===== config.mk =====
export PLATFORM = sky130hd
export DESIGN_NAME = debounce_sampler
export DESIGN_NICKNAME = d
export VERILOG_FILES = /design/src/rtl/cond_pkg.sv /design/src/rtl/sync_chain.sv /design/src/rtl/debounce_sampler.sv
export SDC_FILE = /design/constraint.sdc
export NUM_CORES = 1
export LEC_CHECK = 0
export CORE_MARGIN = 2
export CORE_UTILIZATION = 47
export CTS_BUF_LIST = sky130_fd_sc_hd__clkbuf_4
export DETAILED_ROUTE_END_ITERATION = 10
export PLACE_DENSITY = 0.82
export SYNTH_ARGS = -nofsm -noshare
export SYNTH_HDL_FRONTEND = slang
export SYNTH_SLANG_ARGS = --single-unit
export TNS_END_PERCENT = 50

===== constraint.sdc =====
create_clock -name clk -period 2 [get_ports clk]
set_clock_uncertainty 0.15 [all_clocks]
set_input_delay 0.4 -clock clk [delete_from_list [all_inputs] [get_ports clk]]
set_output_delay 0.4 -clock clk [all_outputs]
set_load 0.01 [all_outputs]

===== src/rtl/cond_pkg.sv =====
// Shared types and defaults for the input-conditioning blocks
// that feed the enable/clear flop bank.
package cond_pkg;

    typedef enum logic [1:0] {
        IDLE  = 2'd0,
        TRACK = 2'd1,
        EMIT  = 2'd2
    } cond_state_e;

    localparam int unsigned DEF_SYNC_STAGES   = 2;
    localparam int unsigned DEF_STABLE_CYCLES = 16;
    localparam int unsigned DEF_CNT_W         = 8;

endpackage


===== src/rtl/sync_chain.sv =====
// Multi-flop synchroniser for one asynchronous level.
// All stages reset to 0; q is the last stage.
module sync_chain
    import cond_pkg::*;
#(
    parameter int unsigned STAGES = DEF_SYNC_STAGES
) (
    input  logic clk,
    input  logic reset,
    input  logic d,
    output logic q
);

    logic [STAGES-1:0] sync_q;
    logic [STAGES-1:0] sync_d;

    always_comb begin
        sync_d = {sync_q[STAGES-2:0], d};
    end

    always_ff @(posedge clk or posedge reset) begin
        if (reset) begin
            sync_q <= '0;
        end else begin
            sync_q <= sync_d;
        end
    end

    assign q = sync_q[STAGES-1];

endmodule


===== src/rtl/debounce_sampler.sv =====
// Synchronise and debounce a raw level; emit a clean bit with a
// one-cycle enable strobe and a registered active-low clear.
module debounce_sampler
    import cond_pkg::*;
#(
    parameter int unsigned SYNC_STAGES   = DEF_SYNC_STAGES,
    parameter int unsigned STABLE_CYCLES = DEF_STABLE_CYCLES,
    parameter int unsigned CNT_W         = DEF_CNT_W
) (
    input  logic             clk,
    input  logic             reset,
    input  logic             raw_in,
    input  logic             sample_en,
    input  logic             clr_req,
    output logic             bit_out,
    output logic             bit_valid,
    output logic             clear_n,
    output logic             busy,
    output logic [CNT_W-1:0] stable_cnt
);

    localparam logic [CNT_W-1:0] CNT_MAX = CNT_W'(STABLE_CYCLES - 1);

    logic sync;

    cond_state_e      state_q, state_d;
    logic             cand_q, cand_d;
    logic [CNT_W-1:0] cnt_q, cnt_d;
    logic [CNT_W-1:0] cnt_sat;
    logic             bit_out_q, bit_out_d;
    logic             bit_valid_q, bit_valid_d;
    logic             clear_n_q, clear_n_d;

    sync_chain #(
        .STAGES (SYNC_STAGES)
    ) u_sync (
        .clk   (clk),
        .reset (reset),
        .d     (raw_in),
        .q     (sync)
    );

    // Saturating increment: the counter parks at CNT_MAX, never wraps.
    assign cnt_sat = (cnt_q == CNT_MAX) ? cnt_q : cnt_q + CNT_W'(1);

    always_comb begin
        state_d     = state_q;
        cand_d      = cand_q;
        cnt_d       = cnt_q;
        bit_out_d   = bit_out_q;
        bit_valid_d = 1'b0;
        clear_n_d   = ~clr_req;

        if (clr_req) begin
            state_d   = IDLE;
            cand_d    = 1'b0;
            cnt_d     = '0;
            bit_out_d = 1'b0;
        end else begin
            unique case (state_q)
                IDLE: begin
                    // The entry edge already counts as a tracking sample.
                    if (sample_en) begin
                        state_d = TRACK;
                        if (sync != cand_q) begin
                            cand_d = sync;
                            cnt_d  = '0;
                        end else begin
                            cnt_d = cnt_sat;
                        end
                    end
                end
                TRACK: begin
                    if (!sample_en) begin
                        state_d = IDLE;
                        cnt_d   = '0;
                    end else if (sync != cand_q) begin
                        cand_d = sync;
                        cnt_d  = '0;
                    end else if (cnt_q == CNT_MAX && cand_q != bit_out_q) begin
                        state_d     = EMIT;
                        bit_out_d   = cand_q;
                        bit_valid_d = 1'b1;
                    end else begin
                        cnt_d = cnt_sat;
                    end
                end
                EMIT: begin
                    if (!sample_en) begin
                        state_d = IDLE;
                        cnt_d   = '0;
                    end else begin
                        state_d = TRACK;
                    end
                end
                default: begin
                    state_d = IDLE;
                    cnt_d   = '0;
                end
            endcase
        end
    end

    always_ff @(posedge clk or posedge reset) begin
        if (reset) begin
            state_q     <= IDLE;
            cand_q      <= 1'b0;
            cnt_q       <= '0;
            bit_out_q   <= 1'b0;
            bit_valid_q <= 1'b0;
            clear_n_q   <= 1'b1;
        end else begin
            state_q     <= state_d;
            cand_q      <= cand_d;
            cnt_q       <= cnt_d;
            bit_out_q   <= bit_out_d;
            bit_valid_q <= bit_valid_d;
            clear_n_q   <= clear_n_d;
        end
    end

    assign bit_out    = bit_out_q;
    assign bit_valid  = bit_valid_q;
    assign clear_n    = clear_n_q;
    assign stable_cnt = cnt_q;
    assign busy       = (state_q == TRACK) && (cnt_q != '0);

endmodule


==> metrics list <==
* Result of the run: finished with violations
- Violations in the final reports: negative setup slack
- Post-synthesis adder-cell area fraction: 2.874%
- Dividing the detail-routed wire length by the instance count gives 14.53 µm.
* Overall global routing resource usage: 24.33%
* Number of hold buffers added after cts: 0
* Met3 routed WL: 114 µm
- Synthesized-area fraction occupied by ao, oa, aoi and oai cells: 20.11%
* Max-slew violation count: 0
- Worst slew pin tran: 366.0 ps
- TritonCTS built the clock tree.
- Setup repair after global routing could not meet its margin everywhere.
* Number of buffers added on ports: 16
* CORE AREA: 1727 µm²
- Number of placed cells counting well taps: 151
- IO Count: 17
- Summing all placed instances gives a cell area of 1254 µm².
* CTS Root Cell: sky130_fd_sc_hd__clkbuf_4
- For this design the static power due to leakage is 0.6237 nW.
* Initial antenna violation count: 0
- The worst setup path is launched from a flop.
- Seq cells post-synth: 16
- Of the cells placed in the final design, the portion with a size suffix greater than 1 is 35.34%.
- Met1 layer wirelength in the final routing: 999 µm
- Pin count of the biggest net entering global routing: 17
- Length of the first detailed-routing pass in iterations: 4
- Via-per-instance ratio: 5.785
* Final core area utilization: 77.03%
- Category of the worst setup path capture point: output pin
- Power density over the cells: 452.6 nW/µm²
- VDD sags by at most 0.4109 mV.
- Proportion of synthesized area in mux cells: 1.149%
* Final cycle utilization of the critical path: 111.4%
- Count of antenna-violating nets left after detailed routing: 0
- The share of the Yosys chip area taken by registers is 46.12%.
- Summed negative setup slack over all endpoints: -463.5 ps
- At the end of the flow, the number of nets in the layout was 141.
- Once layout is complete, the cells apart from fillers number 158.
- Worst-case headroom to the max-slew limit: 74.97%
- The total overflow left after global routing is 0.
* Clock period minus worst slack: 2228 ps
- MaxCap Viol Count: 0
- Required time reported for the critical path endpoint: 1450 ps
- Starting utilization of the core area: 50.43%
- CTS Buf Count: 3
- Most instantiated flip-flop cell in the synthesis netlist: sky130_fd_sc_hd__dfrtp_1
- Endpoint arrival time on the critical path: 1680 ps
- Total of fill cells in the finished design: 125
- Horizontal die dimension: 47.05 µm
* Htree depth: 1
* Vias in the first global route: 841
* Number of DRC violations after detailed-routing iteration 0: 43
- Post-synthesis instance area: 870.8 µm²
- For the worst flop-to-flop path, the logic depth is 7.
- Clock latency on the worst-skew pair, taken at its later pin, is 290 ps.
* Die H: 47.05 µm
- Number of cell rows: 15
* Total routed wirelength: 2.296 mm
- DP HPWL: 1.695 mm
- The path class of the tightest hold or removal check is flop to flop.
- Wire length on met2: 1.141 mm
- Number of distinct standard cells referenced by the synthesized netlist: 36
- After detailed routing, the number of remaining DRC violations is 0.
* Top cell types by occurrence after synthesis: sky130_fd_sc_hd__dfrtp_1 (15), sky130_fd_sc_hd__nand3_1 (8), sky130_fd_sc_hd__inv_1 (7), sky130_fd_sc_hd__o21ai_0 (7), sky130_fd_sc_hd__nand2_1 (4)
- Path type of the worst setup path: flop to output pin
- Post-Layout Inst Area: 1330 µm²
* Top-area cell type share of the netlist area: 43.10%
- Main combinational cell family by area after synthesis: simple AND/OR/NAND/NOR gates
- Summing the areas of all and, or, nand and nor instances in the mapped netlist gives 25.14% of the synthesized area.
* Maximum clock rate: 0.4489 GHz
- Most frequently used cell type in the post-synthesis netlist: sky130_fd_sc_hd__dfrtp_1
- Clock sink count: 16
* Maximum fanout along the worst path: 2
- Number of flops mapped to enable cells by yosys: 0
* Synthesized area divided by synthesized cell count: 10.25 µm²
* Gpl congestion: 0.8679
- Synthesized netlist cell count: 85
- Yosys top cell by area: sky130_fd_sc_hd__dfrtp_1
- First-pass GRT wire length: 3.781 mm
- Yosys printed 0 warnings.
* Hold path depth: 0
- After clock tree synthesis, the clock-pin slew on the worst setup and hold paths is 90 ps.
* Largest cells by area after synthesis: sky130_fd_sc_hd__dfrtp_1 (43%), sky130_fd_sc_hd__nand3_1 (4.6%), sky130_fd_sc_hd__o21ai_0 (4.0%), sky130_fd_sc_hd__a2111oi_4 (3.2%), sky130_fd_sc_hd__dfstp_2 (3.0%)
- Setup violations remaining at the end of the flow were counted as 6.
* Total number of vias: 914
- Slack of the critical path: -227.5 ps
- Of the total synthesized cell area, the portion taken by XOR and XNOR cells is 1.006%.
- Highest routed layer: met4
* Antenna Cells: 0
* Fraction of registers with async set/reset: 100.0%
* Syn-to-layout area delta: 52.73%
- Count of endpoints failing hold in the final timing report: 0
- In this run the deepest clock path goes through 2 buffers.
- Synthesis produced a netlist with a net count of 92.
- The floorplan step defined a die boundary enclosing 2213 µm².
where the power goes:
| part | switching, W | total [W] | internal (W) |
|---|---|---|---|
| logic | 0.0000469 | 0.0000919 | 0.0000450 |
| registers | 0.00000387 | 0.000335 | 0.000331 |
| clock network | 0.000102 | 0.000175 | 0.0000726 |
| total | 0.000153 | 0.000602 | 0.000449 |
sequential cells by signal (all words and copies together), names as in the netlist:
signal and flops:
stable_cnt 8, u_sync.sync_q 2, state_q 2, cand_q 1
bit_valid 1, clear_n 1, bit_out 1
routing by layer:
metal / global-route usage, % / up-vias
met5: 0 / -
met4: 10.00 / 0
met2: 38.63 / 38
met1: 33.25 / 449
li1: - / 419
met3: 3.462 / 8
per-stage QoR:
stage	power (W)	hold WS, ps	worst slack (ps)
global placement	0.0004286	184.6	-323.4
floorplan	0.0003793	163.0	-8.840
global route	0.0006325	225.7	-284.3
CTS	0.0006052	211.3	-225.4
finish	0.0006020	209.7	-227.5
detailed placement	0.0004324	188.6	-371.1
critical path, stage by stage (launching register included):
cell	delay, ps
sky130_fd_sc_hd__dfrtp_1	390
sky130_fd_sc_hd__or4_4	540
sky130_fd_sc_hd__o41a_1	320
sky130_fd_sc_hd__buf_2	140
worst paths after layout:
| check | start | endpoint | slack (ps) |
|---|---|---|---|
| setup / recovery | stable_cnt[6]$_DFFE_PP0P_ | busy | -230 |
| hold / removal | u_sync.sync_q[0]$_DFF_PP0_ | u_sync.sync_q[1]$_DFF_PP0_ | 210 |
| setup reg to reg | stable_cnt[6]$_DFFE_PP0P_ | stable_cnt[5]$_DFFE_PP0P_ | -90 |
| hold reg to reg | u_sync.sync_q[0]$_DFF_PP0_ | u_sync.sync_q[1]$_DFF_PP0_ | 210 |
| max in group asynchronous | reset | clear_n$_DFF_PP1_ | 1190 |
| min in group asynchronous | reset | u_sync.sync_q[0]$_DFF_PP0_ | 260 |
layout make-up:
cell class	instances	area [µm²]	area share, %
well taps	25	31.28	2.352
inverters	7	26.28	1.976
multi-input cells	61	466.7	35.09
repair buffers	45	376.6	28.32
clock inverters	1	3.754	0.2822
flip-flops and latches	16	402.9	30.29
clock buffers	3	22.52	1.693
cells by family after synthesis:
kind of cell | Yosys count
AOI/OAI and AO/OA | 21
xor gates and xnor gates | 1
adders and majority gates | 2
buffers and inverters | 8
DFF | 16
muxes | 1
and+or+nand+nor | 36
cell usage in the layout, fill, tap and decap left out, drive strengths merged, types with 3 or more instances in the layout:
cell           synthesis  routed
buf                    1      30
dfrtp                 15      15
clkdlybuf4s50          0      12
nand3                  8       8
inv                    7       7
o21ai                  7       7
nand2                  4       4
nor2                   4       4
nor2b                  3       3
or3                    3       3
clkbuf                 0       3
a2111oi                3       3
timing repair:
| item | 4_1_cts | 5_1_grt |
|---|---|---|
| setup buffers | 2 | 1 |
| gates resized for setup | 8 | 7 |
| endpoints found under the setup margin | 4 | 10 |
| pin swaps | 1 | 1 |
Power figures use the tool's default switching activity.
